## src/rtl/wb_dec_n.sv

```systemverilog
// Wishbone address decoder: routes one master to NS slaves by base/mask match.
// Build with WB_DEC_N_TIMEOUT_EN defined to add an ACTIVE-state watchdog that errors out stalled slaves.
module wb_dec_n #(
  parameter int AW = 30,
  parameter int DW = 32,
  parameter int NS = 4,
  parameter logic [NS*AW-1:0] SLV_BASE = default_base(),
  parameter logic [NS*AW-1:0] SLV_MASK = default_mask(),
  parameter int TO_CYC = 256
) (
  input  logic             clk_i,
  input  logic             rst_i,
  input  logic             cyc_i,
  input  logic             stb_i,
  input  logic [AW-1:0]    adr_i,
  output logic             ack_o,
  output logic             err_o,
  output logic [DW-1:0]    dat_o,
  output logic             busy_o,
  output logic [NS-1:0]    s_stb_o,
  input  logic [NS-1:0]    s_ack_i,
  input  logic [NS*DW-1:0] s_dat_i
);

  // Default map splits the word address space into quarters on the top two bits.
  function automatic logic [NS*AW-1:0] default_base();
    logic [NS*AW-1:0] v;
    v = '0;
    for (int k = 0; k < NS; k++)
      v[k*AW +: AW] = AW'(k) << (AW-2);
    return v;
  endfunction

  function automatic logic [NS*AW-1:0] default_mask();
    logic [NS*AW-1:0] v;
    v = '0;
    for (int k = 0; k < NS; k++)
      v[k*AW +: AW] = {2'b11, {(AW-2){1'b0}}};
    return v;
  endfunction

  localparam int IW = (NS > 1) ? $clog2(NS) : 1;

  typedef enum logic [1:0] {
    IDLE   = 2'd0,
    ACTIVE = 2'd1,
    RESP   = 2'd2
  } state_t;

  state_t        state;
  logic [IW-1:0] sel;
  logic          hit;
  logic [IW-1:0] hit_idx;

`ifdef WB_DEC_N_TIMEOUT_EN
  localparam int CW = (TO_CYC > 2) ? $clog2(TO_CYC) : 1;
  logic [CW-1:0] to_cnt;
`endif

  // Scan from the top so the lowest matching index is the one left standing.
  always_comb begin
    hit     = 1'b0;
    hit_idx = '0;
    for (int k = NS-1; k >= 0; k--) begin
      if ((adr_i & SLV_MASK[k*AW +: AW]) == (SLV_BASE[k*AW +: AW] & SLV_MASK[k*AW +: AW])) begin
        hit     = 1'b1;
        hit_idx = IW'(k);
      end
    end
  end

  assign busy_o = (state != IDLE);

  always_ff @(posedge clk_i or posedge rst_i) begin
    if (rst_i) begin
      state   <= IDLE;
      ack_o   <= 1'b0;
      err_o   <= 1'b0;
      dat_o   <= '0;
      s_stb_o <= '0;
      sel     <= '0;
`ifdef WB_DEC_N_TIMEOUT_EN
      to_cnt  <= '0;
`endif
    end else begin
      ack_o <= 1'b0;
      err_o <= 1'b0;
      case (state)
        IDLE: begin
          if (cyc_i && stb_i) begin
            if (hit) begin
              sel     <= hit_idx;
              s_stb_o <= NS'(1) << hit_idx;
              state   <= ACTIVE;
`ifdef WB_DEC_N_TIMEOUT_EN
              to_cnt  <= '0;
`endif
            end else begin
              err_o <= 1'b1;
              dat_o <= '0;
              state <= RESP;
            end
          end
        end
        ACTIVE: begin
          // Abort outranks a same-cycle ack; a slave ack outranks the timeout.
          if (!cyc_i) begin
            s_stb_o <= '0;
            state   <= IDLE;
          end else if (s_ack_i[sel]) begin
            dat_o   <= s_dat_i[sel*DW +: DW];
            ack_o   <= 1'b1;
            s_stb_o <= '0;
            state   <= RESP;
          end
`ifdef WB_DEC_N_TIMEOUT_EN
          else if (to_cnt == CW'(TO_CYC-1)) begin
            err_o   <= 1'b1;
            dat_o   <= '0;
            s_stb_o <= '0;
            state   <= RESP;
          end else begin
            to_cnt <= to_cnt + 1'b1;
          end
`endif
        end
        RESP: begin
          state <= IDLE;
        end
        default: begin
          state   <= IDLE;
          s_stb_o <= '0;
        end
      endcase
    end
  end

endmodule

```

## config.mk

```make
export PLATFORM = sky130hd
export DESIGN_NAME = wb_dec_n
export DESIGN_NICKNAME = d
export VERILOG_FILES = /design/src/rtl/wb_dec_n.sv
export SDC_FILE = /design/constraint.sdc
export NUM_CORES = 1
export LEC_CHECK = 0
export ABC_CLOCK_PERIOD_IN_PS = 1900
export CORE_AREA = 2 2 110 80
export CTS_BUF_LIST = sky130_fd_sc_hd__clkbuf_8
export DETAILED_ROUTE_END_ITERATION = 10
export DIE_AREA = 0 0 112 82
export HOLD_SLACK_MARGIN = 0.1
export PLACE_DENSITY = 0.79
export RECOVER_POWER = 25
export SLEW_MARGIN = 20
export SYNTH_ARGS = -nofsm -noshare
export SYNTH_HDL_FRONTEND = slang
export SYNTH_SLANG_ARGS = --single-unit
```

## constraint.sdc

```tcl
create_clock -name clk_i -period 1.9 [get_ports clk_i]
set_clock_uncertainty 0.15 [all_clocks]
set_input_delay 0.38 -clock clk_i [delete_from_list [all_inputs] [get_ports clk_i]]
set_output_delay 0.38 -clock clk_i [all_outputs]
set_load 0.02 [all_outputs]
```

==> results.md <==
* Area growth from synthesis to layout at 90.6%
* Final nets at 493
* DP HPWL at 5.81 mm
* Count leader, synth: dfrtp_1
* Max Slew Vio Count at 0
* Leakage at 1.90 nW
* DRC at 0
* Clock power frac at 0.147
* CP startpoint: sel[0]$_DFFE_PP0P_
* Async S/R FF share, synth at 1.00
* Via density at 4.76
* Drt pass-1 iters at 4
* Core footprint at 0.00820 mm²
* Synth Flop Type: dfrtp_1
* Switching part of the total at 0.327
* CTS tree: yes
* Crit path largest cell delay at 0.57 ns
* Number of synthesized flops with an enable pin at 0
* Fin crit period at 1.91 ns
* Worst path cell trace: mux4_2 > nand4b_4 > buf_12 > mux2_2
* DP Area at 0.00437 mm²
* Power after layout at 4.91 mW
* Clk Latency, worst-skew pair at 0.30 ns
* Chip width at 112 µm
* R2R depth at 4
* Max Cap Viol at 0
* PnR worst setup slack at -0.0106 ns
* Post-CTS Resized at 15
* Crit path launch type: flop
* Initial DRC count at 34
* Setup WS pre-CTS at -0.385 ns
* Routed WL at 7.21 mm
* Worst setup path category: flop to flop
* Period utilization at 1.01
* RSZ-0062 raised after global routing: true
* WHS at 0.357 ns
* H-Tree Level Count at 2
* Initial antenna violation count at 0
* Crit-path max FO at 15
* Post-synth top area cell: dfrtp_1
* Synth area leaders: dfrtp_1, mux4_2, mux2_2, buf_6, nand4b_4
* WL per Instance at 16.6 µm
* Worst slew pin tran at 1.06 ns
* Final Util at 0.557
* Cell area after synthesis at 0.00239 mm²
* VDD IR-drop max at 0.000632 V
* Num CTS Buffers at 5
* Clock transition at path regs at 0.10 ns
* FF-to-FF setup slack at -0.01 ns
* Fillers at 680
* Antenna viol nets, final at 0
* Reg2reg end: dat_o[22]$_DFFE_PP0P_
* Yosys warnings at 0
* Total track usage at 0.153
* Root Buffer: clkbuf_8
* Clk sinks at 42
* Pint at 3.31 mW
* Mapped Nets at 307
* Failing checks: negative setup slack
* CP delay by family, top: multiplexers
* Clk buf depth at 2
* Combinational Power Share at 0.556
* Post-CTS Hold Fix Bufs at 0
* Max-slew headroom at 0.291
* Status: complete, but fails checks
* Instance count on the critical path at 4
* # IOs at 205
* Power share of the sequential group at 0.297
* DR vias at 2061
* FF-to-FF Start: sel[0]$_DFFE_PP0P_
* Worst hold path type: flop to flop
* Largest net degree at the start of global routing at 43
* Avg Inst Size Synth at 17.0 µm²
* Worst setup path end: dat_o[22]$_DFFE_PP0P_
* Number of global-route vias before repair at 2300
* Endpoints failing hold at 0
* Setup Fix Bufs, Post-CTS at 0
* Layout cells sized above 1 at 0.290
* Final TNS setup at -0.0900 ns
* Cells after Synth at 141
* Sequential share of the synthesized area at 0.439
* Count of cell types in the netlist at 22
* Port bufs at 176
* Commonest cells post-synth: dfrtp_1, mux4_2, mux2_2
* Die area at 0.00918 mm²
* Share of Yosys cell area claimed by the top area cell type at 0.439
* Die H at 82 µm
* Worst path bufs/invs at 1
* Slowest CP cell: mux4_2
* GR Overflow Total at 0
* Pwr Density at 1080 mW/mm²
* Post-synthesis sequential element count at 42
* Final Cell Area at 0.00456 mm²
* N_diodes at 0
* CP Capture Type: flop
* Placed Instances at 425
* Cell Rows at 28
* WP data arrival at 1.94 ns
* Gpl congestion at 0.796
* Fmax at 523 MHz
* P_sw at 1.60 mW
* Initial Utilization at 0.292
* Non-filler instance count after layout at 433
* Final setup vio count at 12
* First-pass GRT wire length at 11.0 mm
* Worst endpoint required time at 1.93 ns
-- layout by cell type, fill, tap and decap left out, types with 3 or more instances in the layout --
cell,synthesis,layout
clkdlybuf4s50_1,0,171
buf_12,0,3
clkbuf_8,0,5
mux2_4,0,20
dlymetal6s2s_1,0,3
dfrtp_1,42,40
inv_1,6,5
buf_4,0,9
mux2_2,32,13
mux4_2,33,33
-- logic make-up (layout without fill, tap and decap cells) --
logic type	count (synthesis)	count (layout)	share of synthesized area
buffers and inverters	17	204	0.0413
flip-flops	42	42	0.439
multiplexers	66	66	0.466
AND/OR/NAND/NOR	8	8	0.0282
AO/OA/AOI/OAI	7	7	0.0240
other	1	1	0.00157
-- state kept, by name, summed over array words and instances (netlist names) --
register and count:
dat_o 32, s_stb_o 4, sel 2, state 2, ack_o 1, err_o 1
-- worst min path at each step --
| stage | start | endpoint | slack, ns | depth (start not counted) |
|---|---|---|---|---|
| final | s_stb_o[2]$_DFFE_PP0P_ | s_stb_o[2]$_DFFE_PP0P_ | 0.36 | 1 |
| after global routing | dat_o[28]$_DFFE_PP0P_ | dat_o[28]$_DFFE_PP0P_ | 0.38 | 1 |
| after CTS | rst_i | dat_o[20]$_DFFE_PP0P_ | 0.27 | 3 |
| after detailed placement | s_stb_o[2]$_DFFE_PP0P_ | s_stb_o[2]$_DFFE_PP0P_ | 0.34 | 1 |
| after global placement | dat_o[17]$_DFFE_PP0P_ | dat_o[17]$_DFFE_PP0P_ | 0.32 | 1 |
| after floorplan | adr_i[29] | s_stb_o[0]$_DFFE_PP0P_ | 0.31 | 1 |
-- power by group through the flow --
stage          Sequential (mW)  Clock [mW]  Combinational [mW]
2_1_floorplan             1.89           0               0.915
3_3_place_gp              1.45           0                2.58
3_5_place_dp              1.46           0                2.61
4_1_cts                   1.45       0.746                2.69
5_1_grt                   1.52       0.791                2.88
6_report                  1.46       0.719                2.73
-- final cells by class --
class | count | area [µm²] | area share
Sequential cell | 42 | 1050 | 0.231
Clock buffer | 5 | 68.8 | 0.0151
Tap cell | 105 | 131 | 0.0288
Timing Repair Buffer | 190 | 1910 | 0.419
Inverter | 6 | 22.5 | 0.00494
Clock inverter | 3 | 45.0 | 0.00987
Multi-Input combinational cell | 82 | 1330 | 0.292
-- metal layers --
layer	wire length, µm	global-route usage
met1	2760	0.175
met2	3550	0.266
met3	847	0.0731
met4	44	0.0366
met5	0	0
Power figures use the tool's default switching activity.
